### config.mk
export PLATFORM = sky130hd
export DESIGN_NAME = uart_rx_param_flat
export DESIGN_NICKNAME = d
export VERILOG_FILES = /design/src/rtl/uart_pkg.sv /design/src/rtl/uart_rx_param_if.sv /design/src/rtl/uart_baud_tick.sv /design/src/rtl/uart_rx_param.sv /design/src/flat_wrapper.sv
export SDC_FILE = /design/constraint.sdc
export NUM_CORES = 1
export LEC_CHECK = 0
export BUFFER_PORTS_ARGS = -buffer_cell sky130_fd_sc_hd__buf_2
export CAP_MARGIN = 20
export CORE_AREA = 2 2 83 85
export CTS_BUF_LIST = sky130_fd_sc_hd__clkbuf_4 sky130_fd_sc_hd__clkbuf_8
export DETAILED_ROUTE_END_ITERATION = 10
export DIE_AREA = 0 0 85 87
export PLACE_DENSITY = 0.85
export SLEW_MARGIN = 20
export SYNTH_ARGS = -nofsm -noshare
export SYNTH_HDL_FRONTEND = slang
export SYNTH_SLANG_ARGS = --single-unit
### constraint.sdc
create_clock -name clk -period 2.15 [get_ports clk]
set_input_delay 0.43 -clock clk [delete_from_list [all_inputs] [get_ports clk]]
set_output_delay 0.43 -clock clk [all_outputs]
set_load 0.05 [all_outputs]
### src/rtl/uart_pkg.sv
// Shared definitions for the parametrised UART receiver.
//  - parity-mode constants (PAR_NONE / PAR_EVEN / PAR_ODD)
//  - receiver FSM state encoding
//  - calc_div(): system clocks per oversample tick (integer divide)
package uart_pkg;

  localparam int PAR_NONE = 0;
  localparam int PAR_EVEN = 1;
  localparam int PAR_ODD  = 2;

  typedef enum logic [2:0] {
    IDLE,
    START,
    DATA,
    PARITY,
    STOP,
    DONE
  } uart_state_e;

  function automatic int calc_div(input int clk_freq, input int baud, input int os);
    return clk_freq / (baud * os);
  endfunction

endpackage

### src/rtl/uart_rx_param_if.sv
// Frame hand-off interface between the UART receiver and the host logic.
//  data_out      received word (LSB arrived first on the line)
//  rx_valid      frame available
//  rx_ready      consumer ready
//  parity_error  qualifies data_out
//  frame_error   qualifies data_out
//  break_det     qualifies data_out
//  overrun       1-cycle pulse: a completed frame was dropped
// Handshake: a transfer happens on every rising clk edge where rx_valid && rx_ready.
// Once raised, rx_valid stays high and data_out/flags stay stable until that
// transfer; rx_valid never depends combinationally on rx_ready.
// Modports: master = receiver, slave = consumer.
interface uart_rx_param_if #(
  parameter int DATA_BITS = 8
);
  logic [DATA_BITS-1:0] data_out;
  logic                 rx_valid;
  logic                 rx_ready;
  logic                 parity_error;
  logic                 frame_error;
  logic                 break_det;
  logic                 overrun;

  modport master (
    output data_out, rx_valid, parity_error, frame_error, break_det, overrun,
    input  rx_ready
  );

  modport slave (
    input  data_out, rx_valid, parity_error, frame_error, break_det, overrun,
    output rx_ready
  );
endinterface

### src/rtl/uart_baud_tick.sv
// Oversample tick generator: tick_o pulses once every DIV clocks.
//  clk, rst_n  clock, async active-low reset
//  restart_i   synchronous restart: counter returns to 0 on the next edge
//  tick_o      1-cycle tick
module uart_baud_tick #(
  parameter int DIV = 54
) (
  input  logic clk,
  input  logic rst_n,
  input  logic restart_i,
  output logic tick_o
);

  localparam int CW = (DIV > 1) ? $clog2(DIV) : 1;
  localparam logic [CW-1:0] LAST = CW'(DIV - 1);

  logic [CW-1:0] cnt_q, cnt_d;

  always_comb begin
    cnt_d = cnt_q + 1'b1;
    if (restart_i || (cnt_q == LAST)) cnt_d = '0;
  end

  always_ff @(posedge clk or negedge rst_n) begin
    if (!rst_n) cnt_q <= '0;
    else        cnt_q <= cnt_d;
  end

  assign tick_o = (cnt_q == LAST);

endmodule

### src/rtl/uart_rx_param.sv
// Parametrised oversampling UART receiver.
//  clk, rst_n  system clock, async active-low reset
//  rx          serial line (idle high, asynchronous to clk)
//  led         high LED_HOLD cycles after an error-free frame is loaded
//  state_o     FSM state (debug)
//  rx_if       frame hand-off (master modport): data_out, rx_valid, rx_ready,
//              parity_error, frame_error, break_det, overrun
// Build option: UART_RX_MAJORITY_EN -- each bit decision is the 2-of-3 majority
// of rxs at ticks OVERSAMPLE/2-2, OVERSAMPLE/2-1 and OVERSAMPLE/2 of the bit;
// otherwise a single sample at tick OVERSAMPLE/2-1.
module uart_rx_param
  import uart_pkg::*;
#(
  parameter int CLK_FREQ    = 100_000_000,
  parameter int BAUD_RATE   = 9600,
  parameter int OVERSAMPLE  = 16,
  parameter int DATA_BITS   = 8,
  parameter int PARITY_MODE = 1,
  parameter int STOP_BITS   = 1,
  parameter int LED_HOLD    = 5_000_000
) (
  input  logic        clk,
  input  logic        rst_n,
  input  logic        rx,
  output logic        led,
  output uart_state_e state_o,
  uart_rx_param_if.master rx_if
);

  localparam int DIV = calc_div(CLK_FREQ, BAUD_RATE, OVERSAMPLE);
  localparam int TW  = $clog2(OVERSAMPLE);
  localparam int BW  = $clog2(DATA_BITS + 1);
  localparam int LW  = (LED_HOLD > 0) ? $clog2(LED_HOLD + 1) : 1;

`ifdef UART_RX_MAJORITY_EN
  // The decision is taken on the last of the three samples.
  localparam int SAMPLE_TICK = OVERSAMPLE / 2;
`else
  localparam int SAMPLE_TICK = OVERSAMPLE / 2 - 1;
`endif

  localparam logic [TW-1:0] TK_MID    = TW'(SAMPLE_TICK);
  localparam logic [TW-1:0] TK_BIT    = TW'(OVERSAMPLE - 1);
  localparam logic [BW-1:0] LAST_DATA = BW'(DATA_BITS - 1);
  localparam logic [BW-1:0] LAST_STOP = BW'(STOP_BITS - 1);
  localparam logic [LW-1:0] LED_MAX   = LW'(LED_HOLD);

  // ---------------- synchronizer and start-edge detect ----------------
  logic rx_meta_q, rxs_q, rxs_prev_q;

  always_ff @(posedge clk or negedge rst_n) begin
    if (!rst_n) begin
      rx_meta_q  <= 1'b1;
      rxs_q      <= 1'b1;
      rxs_prev_q <= 1'b1;
    end else begin
      rx_meta_q  <= rx;
      rxs_q      <= rx_meta_q;
      rxs_prev_q <= rxs_q;
    end
  end

  logic fall;
  assign fall = rxs_prev_q & ~rxs_q;

  // ---------------- tick generator ----------------
  logic restart, tick;

  uart_baud_tick #(.DIV(DIV)) u_tick (
    .clk       (clk),
    .rst_n     (rst_n),
    .restart_i (restart),
    .tick_o    (tick)
  );

  // ---------------- bit sample ----------------
  logic sample;

`ifdef UART_RX_MAJORITY_EN
  logic [1:0] hist_q;  // rxs at the previous two ticks

  always_ff @(posedge clk or negedge rst_n) begin
    if (!rst_n)    hist_q <= 2'b11;
    else if (tick) hist_q <= {hist_q[0], rxs_q};
  end

  assign sample = (hist_q[1] & hist_q[0]) | (hist_q[1] & rxs_q) | (hist_q[0] & rxs_q);
`else
  assign sample = rxs_q;
`endif

  // ---------------- receive FSM ----------------
  uart_state_e          state_q, state_d;
  logic [TW-1:0]        tick_cnt_q, tick_cnt_d;
  logic [BW-1:0]        bit_cnt_q, bit_cnt_d;
  logic [DATA_BITS-1:0] shift_q, shift_d;
  logic                 par_err_q, par_err_d;
  logic                 frm_err_q, frm_err_d;
  logic                 all_zero_q, all_zero_d;  // every sample so far was 0

  always_ff @(posedge clk or negedge rst_n) begin
    if (!rst_n) begin
      state_q    <= IDLE;
      tick_cnt_q <= '0;
      bit_cnt_q  <= '0;
      shift_q    <= '0;
      par_err_q  <= 1'b0;
      frm_err_q  <= 1'b0;
      all_zero_q <= 1'b0;
    end else begin
      state_q    <= state_d;
      tick_cnt_q <= tick_cnt_d;
      bit_cnt_q  <= bit_cnt_d;
      shift_q    <= shift_d;
      par_err_q  <= par_err_d;
      frm_err_q  <= frm_err_d;
      all_zero_q <= all_zero_d;
    end
  end

  always_comb begin
    state_d    = state_q;
    tick_cnt_d = tick_cnt_q;
    bit_cnt_d  = bit_cnt_q;
    shift_d    = shift_q;
    par_err_d  = par_err_q;
    frm_err_d  = frm_err_q;
    all_zero_d = all_zero_q;
    restart    = 1'b0;

    case (state_q)
      IDLE: begin
        tick_cnt_d = '0;
        if (fall) begin
          state_d = START;
          restart = 1'b1;  // align ticks to the start edge
        end
      end

      START: begin
        if (tick) begin
          if (tick_cnt_q == TK_MID) begin
            tick_cnt_d = '0;
            if (sample) begin
              state_d = IDLE;  // glitch, not a start bit
            end else begin
              state_d    = DATA;
              bit_cnt_d  = '0;
              par_err_d  = 1'b0;
              frm_err_d  = 1'b0;
              all_zero_d = 1'b1;
            end
          end else begin
            tick_cnt_d = tick_cnt_q + 1'b1;
          end
        end
      end

      DATA: begin
        if (tick) begin
          if (tick_cnt_q == TK_BIT) begin
            tick_cnt_d = '0;
            shift_d    = {sample, shift_q[DATA_BITS-1:1]};
            all_zero_d = all_zero_q & ~sample;
            bit_cnt_d  = bit_cnt_q + 1'b1;
            if (bit_cnt_q == LAST_DATA) begin
              bit_cnt_d = '0;
              state_d   = (PARITY_MODE == PAR_NONE) ? STOP : PARITY;
            end
          end else begin
            tick_cnt_d = tick_cnt_q + 1'b1;
          end
        end
      end

      PARITY: begin
        if (tick) begin
          if (tick_cnt_q == TK_BIT) begin
            tick_cnt_d = '0;
            all_zero_d = all_zero_q & ~sample;
            // Odd: error when the sample equals the plain XOR of the data.
            par_err_d  = (PARITY_MODE == PAR_ODD) ? (sample == ^shift_q)
                                                  : (sample != ^shift_q);
            state_d    = STOP;
          end else begin
            tick_cnt_d = tick_cnt_q + 1'b1;
          end
        end
      end

      STOP: begin
        if (tick) begin
          if (tick_cnt_q == TK_BIT) begin
            tick_cnt_d = '0;
            all_zero_d = all_zero_q & ~sample;
            frm_err_d  = frm_err_q | ~sample;
            bit_cnt_d  = bit_cnt_q + 1'b1;
            if (bit_cnt_q == LAST_STOP) begin
              bit_cnt_d = '0;
              state_d   = DONE;
            end
          end else begin
            tick_cnt_d = tick_cnt_q + 1'b1;
          end
        end
      end

      DONE: begin
        tick_cnt_d = '0;
        state_d    = IDLE;
      end

      default: state_d = IDLE;
    endcase
  end

  assign state_o = state_q;

  // ---------------- output register and LED stretcher ----------------
  logic                 done, load, frame_good;
  logic [DATA_BITS-1:0] data_q;
  logic                 valid_q, perr_q, ferr_q, brk_q, ovr_q;
  logic [LW-1:0]        led_cnt_q, led_cnt_d;

  assign done       = (state_q == DONE);
  // A new frame may replace the held one in the same cycle it is accepted.
  assign load       = done && (!valid_q || rx_if.rx_ready);
  assign frame_good = !par_err_q && !frm_err_q && !all_zero_q;

  always_comb begin
    led_cnt_d = led_cnt_q;
    if (load && frame_good)    led_cnt_d = LED_MAX;
    else if (led_cnt_q != '0)  led_cnt_d = led_cnt_q - 1'b1;
  end

  always_ff @(posedge clk or negedge rst_n) begin
    if (!rst_n) begin
      data_q    <= '0;
      valid_q   <= 1'b0;
      perr_q    <= 1'b0;
      ferr_q    <= 1'b0;
      brk_q     <= 1'b0;
      ovr_q     <= 1'b0;
      led_cnt_q <= '0;
    end else begin
      led_cnt_q <= led_cnt_d;
      ovr_q     <= done && !load;
      if (load) begin
        valid_q <= 1'b1;
        data_q  <= all_zero_q ? '0 : shift_q;
        perr_q  <= par_err_q;
        ferr_q  <= frm_err_q | all_zero_q;
        brk_q   <= all_zero_q;
      end else if (valid_q && rx_if.rx_ready) begin
        valid_q <= 1'b0;
      end
    end
  end

  assign rx_if.data_out     = data_q;
  assign rx_if.rx_valid     = valid_q;
  assign rx_if.parity_error = perr_q;
  assign rx_if.frame_error  = ferr_q;
  assign rx_if.break_det    = brk_q;
  assign rx_if.overrun      = ovr_q;
  assign led                = (led_cnt_q != '0);

endmodule

### src/flat_wrapper.sv
// flat-port wrapper written by rule: the top's interface ports become plain ports
module uart_rx_param_flat import uart_pkg::*;
#(
  parameter int CLK_FREQ    = 100_000_000,
  parameter int BAUD_RATE   = 9600,
  parameter int OVERSAMPLE  = 16,
  parameter int DATA_BITS   = 8,
  parameter int PARITY_MODE = 1,
  parameter int STOP_BITS   = 1,
  parameter int LED_HOLD    = 5_000_000
)
  (clk, rst_n, rx, led, state_o, rx_if_data_out, rx_if_rx_valid, rx_if_parity_error, rx_if_frame_error, rx_if_break_det, rx_if_overrun, rx_if_rx_ready);
  uart_rx_param_if #(.DATA_BITS(DATA_BITS)) rx_if_i ();
  input  logic clk;
  input  logic rst_n;
  input  logic rx;
  output logic led;
  output uart_state_e state_o;
  output wire logic [$bits(rx_if_i.data_out)-1:0] rx_if_data_out;
  output wire logic [$bits(rx_if_i.rx_valid)-1:0] rx_if_rx_valid;
  output wire logic [$bits(rx_if_i.parity_error)-1:0] rx_if_parity_error;
  output wire logic [$bits(rx_if_i.frame_error)-1:0] rx_if_frame_error;
  output wire logic [$bits(rx_if_i.break_det)-1:0] rx_if_break_det;
  output wire logic [$bits(rx_if_i.overrun)-1:0] rx_if_overrun;
  input wire logic [$bits(rx_if_i.rx_ready)-1:0] rx_if_rx_ready;
  assign rx_if_data_out = rx_if_i.data_out;
  assign rx_if_rx_valid = rx_if_i.rx_valid;
  assign rx_if_parity_error = rx_if_i.parity_error;
  assign rx_if_frame_error = rx_if_i.frame_error;
  assign rx_if_break_det = rx_if_i.break_det;
  assign rx_if_overrun = rx_if_i.overrun;
  assign rx_if_i.rx_ready = rx_if_rx_ready;
  uart_rx_param #(.CLK_FREQ(CLK_FREQ), .BAUD_RATE(BAUD_RATE), .OVERSAMPLE(OVERSAMPLE), .DATA_BITS(DATA_BITS), .PARITY_MODE(PARITY_MODE), .STOP_BITS(STOP_BITS), .LED_HOLD(LED_HOLD)) u_core (.clk(clk), .rst_n(rst_n), .rx(rx), .led(led), .state_o(state_o), .rx_if(rx_if_i));
endmodule
==> flow_metrics.tcl, run 1 <==
set metrics [dict create \
    h-tree-depth 3 \
    die_y_um 87 \
    drc 0 \
    grt_usage_pct 25.7 \
    drv_slew 0 \
    cp.required_ns 1.72 \
    place_area_um2 4240 \
    clk_pin_slew_worst_paths_ns 0.08 \
    cts_max_path_buffers 2 \
    cellPowerDensity_nw_per_um2 627 \
    timing.rr.end "u_core.led_cnt_q[17]$_DFFE_PN0P_" \
    fillers 424 \
    crit_path_end_kind "primary output" \
    finalSetupViolations 25 \
    first_iter_violations 203 \
    core_area_um2 6570 \
    fin_crit_sh_pct 125 \
    rsz0062_at_grt "true" \
    worstPathArrival_ns 2.26 \
    placementRows 30 \
    insertion_delay_ns 0.36 \
    setup-tns-final_ns -4.06 \
    yosysWarnings 0 \
    critical_path_class "register to primary output" \
    worst_pin_slew_ns 0.619 \
    dp_hpwl_um 5800 \
    finalHoldViolCount 0 \
    vias_per_cell 5.94 \
    postSynthAreaPerCell_um2 9.87 \
    ys_ff_latch 71 \
    synth_cells 367 \
    stdcell_count 534 \
    synth_nets 377 \
    worst_slack_ns -0.543 \
    timing.rr.start "u_core.led_cnt_q[1]$_DFFE_PN0P_" \
    final_cell_area_um2 4760 \
    antenna_found_initial 0 \
    ys.flop_type "dfrtp_1" \
    place.gp.congestion 0.898 \
    syn_area_um2 3620 \
    grt_max_degree 54 \
    top_layer_used "met4" \
    synth_cell_type_count 58 \
    layout_commonest_cell "dfrtp_1" \
    route.met2.wl_um 4910 \
    r2r_cells 8 \
    grt.overflow.total 0 \
    p_leak_uw 0.00211 \
    timing.fmax_mhz 371 \
    hold_buffers 0 \
    ant_nets 0 \
    relSlewSlack_pct 58.7 \
    cts_root_buf "clkbuf_8" \
    grt_first_pass_wirelength_um 14900 \
    finalCriticalPeriod_ns 2.69 \
    ir_drop_uv 558 \
    async_flop_share_pct 100 \
    status "finished, violations left" \
    dp.cells 511 \
    vias 3170 \
    syn2layout_area_growth_pct 31.4 \
    nets 459 \
    seq_area_frac_synth_pct 49.2 \
    regArea_um2 1780 \
    grt_pass1_vias 3251 \
    start_kind "register" \
    drt_first_pass_iters 5 \
    boundaryPins 21 \
    drt-met1-wl_um 3630 \
    cts_tree "done" \
    multi_input_area_um2 2020 \
    cts-buffers-inserted 9 \
    power_uw 2980 \
    cts_sinks 71 \
    diodes 0 \
    violations "negative setup slack" \
    drive_gt1_share_pct 37.4 \
    io_buffer_count 20 \
    skew_ns 0.0127 \
    die_x_um 85 \
    synth_edf_count 0 \
    r2r_setup_slack_ns -0.28 \
    wl_per_cell_um 17.3 \
    dieArea_um2 7400 \
    drv_cap 0 \
    final_cell_mix "dfrtp_1, buf_4, nand2_1, nor2_1, buf_2" \
    min_path_type "primary input to asynchronous set/reset pin" \
    totalWireLength_um 9240 \
    start_util_pct 55.1 \
    wl_met3_um 356 \
    holdWs_ns 0.0256 \
    worstPathMaxFanout 2 \
]
-- cell type report --
| class | instances | share of cell area [%] |
|---|---|---|
| Clock buffer | 11 | 3.18 |
| Clock inverter | 5 | 0.815 |
| Inverter | 7 | 0.552 |
| Multi-Input combinational cell | 275 | 42.4 |
| Sequential cell | 71 | 37.4 |
| Tap cell | 80 | 2.10 |
| Timing Repair Buffer | 85 | 13.5 |
-- worst max path at each step --
stage                                      from                          endpoint  slack (ns)  depth (start not counted)
2_1_floorplan  u_core.led_cnt_q[17]$_DFFE_PN0P_                               led       -0.32                          4
3_3_place_gp   u_core.led_cnt_q[11]$_DFFE_PN0P_                               led       -0.22                          4
3_5_place_dp    u_core.led_cnt_q[1]$_DFFE_PN0P_  u_core.led_cnt_q[20]$_DFFE_PN0P_       -0.25                          8
4_1_cts        u_core.led_cnt_q[17]$_DFFE_PN0P_                               led       -0.51                          4
5_1_grt        u_core.led_cnt_q[17]$_DFFE_PN0P_                               led       -0.58                          4
6_report       u_core.led_cnt_q[17]$_DFFE_PN0P_                               led       -0.54                          4
-- Yosys cell counts, types with 4 or more instances --
| cell type | n | area [um^2] |
|---|---|---|
| nor2_1 | 32 | 120 |
| nand3_1 | 9 | 45.0 |
| nand2b_1 | 5 | 31.3 |
| mux2_2 | 9 | 101 |
| ha_1 | 6 | 75.1 |
| nor3_1 | 12 | 60.1 |
| and3_1 | 5 | 31.3 |
| nand3b_1 | 8 | 60.1 |
| xnor2_1 | 15 | 131 |
| nand2_1 | 45 | 169 |
| inv_1 | 7 | 26.3 |
| dfrtp_1 | 68 | 1700 |
| clkbuf_1 | 12 | 45.0 |
| or2_2 | 4 | 25.0 |
| o31ai_1 | 4 | 30.0 |
| o21ai_0 | 29 | 145 |
| a21oi_1 | 11 | 55.1 |
| or3_1 | 11 | 68.8 |
| nor2b_1 | 5 | 31.3 |
| xor2_1 | 11 | 96.3 |
| nor4_1 | 5 | 31.3 |
-- stage by stage --
step / worst slack (ns) / util [%]
global route: -0.576 / 72.5
detailed placement: -0.246 / 64.5
CTS: -0.511 / 70.0
finish: -0.543 / 72.5
floorplan: -0.320 / -
global placement: -0.222 / 64.5
-- power by group --
group	internal, uW	switching (uW)
registers	1400	68.5
logic	221	273
clock network	490	529
total	2110	870
-- sequential cells by signal, indices dropped and copies added, names as in the netlist, 3 cells and up --
register,cells
u_core.bit_cnt_q,4
u_core.led_cnt_q,23
u_core.rx_if.data_out,8
u_core.shift_q,8
u_core.state_o,3
u_core.tick_cnt_q,4
u_core.u_tick.cnt_q,10
-- worst max-delay path, cell delays in order, from the launching register on --
cell and delay [ns]:
dfrtp_1 0.39, or3_4 0.39, or4b_4 0.51, or4_4 0.45, buf_8 0.17
-- timing repair --
item	4_1_cts	5_1_grt
gates resized for setup	42	27
pin swaps	19	16
endpoints found under the setup margin	38	32
buffers inserted	2	5
endpoints found under the hold margin	0	0
-- per-layer routing --
metal  GRT usage [%]  vias to the layer above
met4            15.2                        0
met3            4.93                       38
met5               0                        -
li1                -                     1460
met2            44.9                      101
met1            29.4                     1571
-- cell families after synthesis --
logic type	Yosys count	synth area share (%)
buf+inv	21	2.38
flops	71	49.2
compound gates	67	12.0
mux	11	3.35
simple gates	164	24.5
xor+xnor	26	6.29
fa+ha+maj	7	2.35
(Power assumes the default switching activity.)
==> run 2: changes to the inputs <==
--- a/config.mk
+++ b/config.mk
@@ -12,6 +12,7 @@
 export DETAILED_ROUTE_END_ITERATION = 10
 export DIE_AREA = 0 0 85 87
 export PLACE_DENSITY = 0.85
+export SETUP_SLACK_MARGIN = 0.3
 export SLEW_MARGIN = 20
 export SYNTH_ARGS = -nofsm -noshare
 export SYNTH_HDL_FRONTEND = slang
==> flow_metrics.tcl, run 2 (same netlist as run 1, synthesis figures left out) <==
set metrics [dict create \
    top_register "u_core.led_cnt_q" \
    worstPathMaxFanout 2 \
    syn2layout_area_growth_pct 38.6 \
    relSlewSlack_pct 67.1 \
    pre_cts_ws_ns -0.269 \
    timing.rr.start "u_core.led_cnt_q[10]$_DFFE_PN0P_" \
    critical_path_class "register to primary output" \
    die_y_um 87 \
    crit_path_end_kind "primary output" \
    fillers 366 \
    finalCriticalPeriod_ns 2.67 \
    power.share.clock_pct 35.0 \
    cts_tree "done" \
    switching_share_pct 30.4 \
    grt_max_degree 53 \
    timing.fmax_mhz 375 \
    cts_sinks 71 \
    violations "negative setup slack" \
    cts_root_buf "clkbuf_8" \
    worst_slack_ns -0.520 \
    pwr-share-seq_pct 47.1 \
    h-tree-depth 3 \
    grt_first_pass_wirelength_um 15200 \
    vias_per_cell 6.10 \
    insertion_delay_ns 0.36 \
    status "finished, violations left" \
    pwr-share-comb_pct 17.9 \
    fin_crit_sh_pct 124 \
    grt_usage_pct 26.1 \
    worst_pin_slew_ns 0.493 \
    cp.required_ns 1.72 \
    wl_per_cell_um 19.3 \
    dieArea_um2 7400 \
    place.gp.congestion 0.899 \
    p_leak_uw 0.00219 \
    diodes 0 \
    start_kind "register" \
    finalHoldViolCount 0 \
    placementRows 30 \
    cts_max_path_buffers 2 \
    drt_first_pass_iters 5 \
    rsz0062_at_grt "true" \
    final_cell_mix "dfrtp_1, buf_4, nand2_1, nor2_1, buf_2" \
    drv_slew 0 \
    drive_gt1_share_pct 41.8 \
    start_util_pct 55.1 \
    skew_ns 0.0180 \
    min_path_type "primary input to asynchronous set/reset pin" \
    drc 0 \
    p_int_uw 2200 \
    finalSetupViolations 25 \
    cts-buffers-inserted 9 \
    largest_reg_flops 23 \
    cellPowerDensity_nw_per_um2 629 \
    grt.overflow.total 0 \
    clk_pin_slew_worst_paths_ns 0.08 \
    top_regs "u_core.led_cnt_q x23, u_core.u_tick.cnt_q x10" \
    vias 3277 \
    totalWireLength_um 10400 \
    dp_hpwl_um 5680 \
    grt_pass1_vias 3265 \
    die_x_um 85 \
    p_sw_uw 959 \
    antenna_found_initial 0 \
    dp.cells 502 \
    layout_commonest_cell "dfrtp_1" \
    place_area_um2 4210 \
    final_cell_area_um2 5020 \
    nets 462 \
    stdcell_count 537 \
    core_area_um2 6570 \
    boundaryPins 21 \
    drv_cap 0 \
    ant_nets 0 \
    worstPathArrival_ns 2.24 \
    io_buffer_count 20 \
    first_iter_violations 314 \
    cp-startpoint "u_core.led_cnt_q[17]$_DFFE_PN0P_" \
    ir_drop_uv 506 \
]
run 2: worst paths after layout:
| kind | end | slack, ns | cells past startpoint |
|---|---|---|---|
| min in group clk | u_core.rx_meta_q$_DFF_PN1_ | 0.17 | 1 |
| worst max register to register | u_core.led_cnt_q[19]$_DFFE_PN0P_ | -0.37 | 8 |
| worst min register to register | u_core.rxs_q$_DFF_PN1_ | 0.36 | 0 |
| worst max-delay path | led | -0.52 | 4 |
| worst min-delay path | u_core.rx_if.overrun$_DFF_PN0_ | 0.03 | 1 |
| max in group asynchronous | u_core.rx_meta_q$_DFF_PN1_ | 1.42 | 2 |
run 2: layout make-up:
cell class	count	area [um^2]	area share, %
tap	80	100	1.99
sequential	71	1780	35.5
timing repair buffer	88	709	14.1
inverter	7	26.3	0.523
clock buffer	10	131	2.62
multi-input combinational	275	2200	43.9
clock inverter	6	67.6	1.35
run 2: timing repair:
item	in CTS	in global routing
setup endpoints to repair	44	57
buffers inserted	9	10
hold buffers	0	0
pin swaps	19	25
gates resized for setup	74	38
run 2: per-stage QoR:
step                      utilization [%]  setup TNS (ns)  total power, uW  hold WS [ns]
after floorplan                         -           -1.31             1770         0.134
after global placement               64.0           -2.09             1910         0.347
after detailed placement             64.0           -2.89             1940         0.347
after CTS                            72.3           -4.59             3070        0.0451
after global routing                 76.4           -7.64             3280        0.0729
final                                76.4           -5.92             3160        0.0295
run 2: critical path, cell delays in order, from the launching register on:
cell and delay [ns]:
dfrtp_1 0.38, or3_4 0.40, or4b_4 0.51, or4_4 0.44, buf_8 0.17
run 2: power groups by stage:
stage | combinational [uW] | clock, uW | sequential [uW]
6_report | 565 | 1110 | 1490
5_1_grt | 619 | 1170 | 1500
4_1_cts | 478 | 1110 | 1480
3_5_place_dp | 427 | 0 | 1510
3_3_place_gp | 409 | 0 | 1500
2_1_floorplan | 259 | 0 | 1510
run 2: per-layer routing:
layer	GRT usage, %	share of wire, %	vias up
li1	-	-	1469
met1	29.7	37	1650
met2	45.2	54	123
met3	6.16	5.3	35
met4	14.9	3.4	0
met5	0	0	-
==> run 3: changes to the inputs <==
--- a/config.mk
+++ b/config.mk
@@ -7,10 +7,10 @@
 export LEC_CHECK = 0
 export BUFFER_PORTS_ARGS = -buffer_cell sky130_fd_sc_hd__buf_2
 export CAP_MARGIN = 20
-export CORE_AREA = 2 2 83 85
+export CORE_AREA = 2 2 79 89
 export CTS_BUF_LIST = sky130_fd_sc_hd__clkbuf_4 sky130_fd_sc_hd__clkbuf_8
 export DETAILED_ROUTE_END_ITERATION = 10
-export DIE_AREA = 0 0 85 87
+export DIE_AREA = 0 0 81 91
 export PLACE_DENSITY = 0.85
 export SETUP_SLACK_MARGIN = 0.3
 export SLEW_MARGIN = 20
==> flow_metrics.tcl, run 3 (same netlist as run 1, synthesis figures left out) <==
set metrics [dict create \
    status "finished, violations left" \
    violations "negative setup slack" \
    largest_reg_flops 23 \
    crit_path_end_kind "primary output" \
    vias 3192 \
    critPathMaxStageDelay_ns 0.50 \
    cp.required_ns 1.72 \
    min_path_type "primary input to asynchronous set/reset pin" \
    pwr-share-comb_pct 18.9 \
    boundaryPins 21 \
    die_x_um 81 \
    relSlewSlack_pct 52.3 \
    fin_crit_sh_pct 124 \
    start_kind "register" \
    antenna_found_initial 0 \
    grt_max_degree 49 \
    fillers 368 \
    dp_hpwl_um 5660 \
    power.share.clock_pct 32.2 \
    io_buffer_count 20 \
    die_y_um 91 \
    grt.overflow.total 0 \
    insertion_delay_ns 0.35 \
    place.gp.congestion 0.868 \
    multi_input_area_um2 2220 \
    p_sw_uw 920 \
    cts_max_path_buffers 2 \
    h-tree-depth 3 \
    place_area_um2 4220 \
    grt_first_pass_wirelength_um 15500 \
    final_cell_mix "dfrtp_1, buf_4, nand2_1, nor2_1, buf_2" \
    placementRows 31 \
    diodes 0 \
    clk_pin_slew_worst_paths_ns 0.08 \
    vias_per_cell 5.90 \
    cpLargestDelayFamily "simple AND/OR/NAND/NOR gates" \
    syn2layout_area_growth_pct 39.4 \
    grt_usage_pct 27.5 \
    core_area_um2 6440 \
    final_cell_area_um2 5050 \
    top_register "u_core.led_cnt_q" \
    r2r_setup_slack_ns -0.28 \
    first_iter_violations 255 \
    timing.fmax_mhz 375 \
    setup-tns-final_ns -4.75 \
    drt_first_pass_iters 4 \
    start_util_pct 56.2 \
    p_leak_uw 0.00221 \
    switching_share_pct 30.4 \
    slowest_stage "or4b_4" \
    drv_slew 0 \
    drv_cap 0 \
    finalHoldViolCount 0 \
    nets 464 \
    crit_cells 4 \
    p_int_uw 2100 \
    ant_nets 0 \
    finalCriticalPeriod_ns 2.66 \
    cts_tree "done" \
    finalSetupViolations 29 \
    layout_commonest_cell "dfrtp_1" \
    ir_drop_uv 548 \
    pwr-share-seq_pct 48.9 \
    cts_sinks 71 \
    regArea_um2 1790 \
    drc 0 \
    wl_per_cell_um 18.2 \
    rsz0062_at_grt "true" \
    cellPowerDensity_nw_per_um2 599 \
    cts-buffers-inserted 9 \
    worstPathMaxFanout 2 \
    critical_path_buf_inv_count 1 \
    totalWireLength_um 9870 \
    r2r_cells 8 \
    worstPathArrival_ns 2.23 \
    cts_root_buf "clkbuf_8" \
    skew_ns 0.0120 \
    dieArea_um2 7370 \
    worst_pin_slew_ns 0.716 \
    top_regs "u_core.led_cnt_q x23, u_core.u_tick.cnt_q x10" \
    critical_path_class "register to primary output" \
    drive_gt1_share_pct 42.3 \
    path_cells "or3_4, or4b_4, or4_4, buf_8" \
    worst_slack_ns -0.514 \
    grt_pass1_vias 3274 \
]
[run 3: power groups by stage]
stage	logic, uW	registers [uW]	clock network (uW)
4_1_cts	520	1480	966
2_1_floorplan	259	1510	0
3_5_place_dp	451	1500	0
5_1_grt	632	1490	1040
3_3_place_gp	429	1500	0
6_report	573	1480	974
[run 3: layout make-up]
class	instances	share of cell area (%)
Multi-Input combinational cell	276	43.9
Timing Repair Buffer	89	14.7
Clock inverter	5	0.694
Clock buffer	11	2.75
Sequential cell	71	35.4
Inverter	7	0.521
Tap cell	82	2.03
[run 3: path summary, 6_finish.rpt]
| check | start | endpoint |
|---|---|---|
| max in group asynchronous | rst_n | u_core.rx_meta_q$_DFF_PN1_ |
| worst max register to register | u_core.led_cnt_q[17]$_DFFE_PN0P_ | u_core.led_cnt_q[12]$_DFFE_PN0P_ |
| min in group clk | rx | u_core.rx_meta_q$_DFF_PN1_ |
| worst min register to register | u_core.rx_meta_q$_DFF_PN1_ | u_core.rxs_q$_DFF_PN1_ |
| worst max-delay path | u_core.led_cnt_q[17]$_DFFE_PN0P_ | led |
| worst min-delay path | rst_n | u_core.led_cnt_q[0]$_DFFE_PN0P_ |
[run 3: through the flow]
step	power [uW]	std cells	hold WS (ns)	worst slack (ns)	utilization [%]
final	3020	541	0.0651	-0.514	78.4
after detailed placement	1950	505	0.353	-0.243	65.5
after global routing	3160	541	0.0807	-0.543	78.4
after floorplan	1770	367	0.134	-0.283	-
after CTS	2960	534	0.0701	-0.497	74.8
after global placement	1930	505	0.347	-0.218	65.5
[run 3: what timing repair did]
action,CTS,global route
cloned,2,0
hold buffers,0,0
hold endpoints to repair,0,0
gates resized for setup,74,34
endpoints found under the setup margin,55,57
setup buffers,11,7
pin swaps,21,25
[run 3: per-layer routing]
metal | GRT usage (%) | share of wire [%] | up-vias
li1 | - | - | 1474
met5 | 0 | 0 | -
met3 | 4.77 | 2.9 | 20
met2 | 47.8 | 58 | 78
met1 | 31.2 | 37 | 1620
met4 | 15.4 | 2.4 | 0
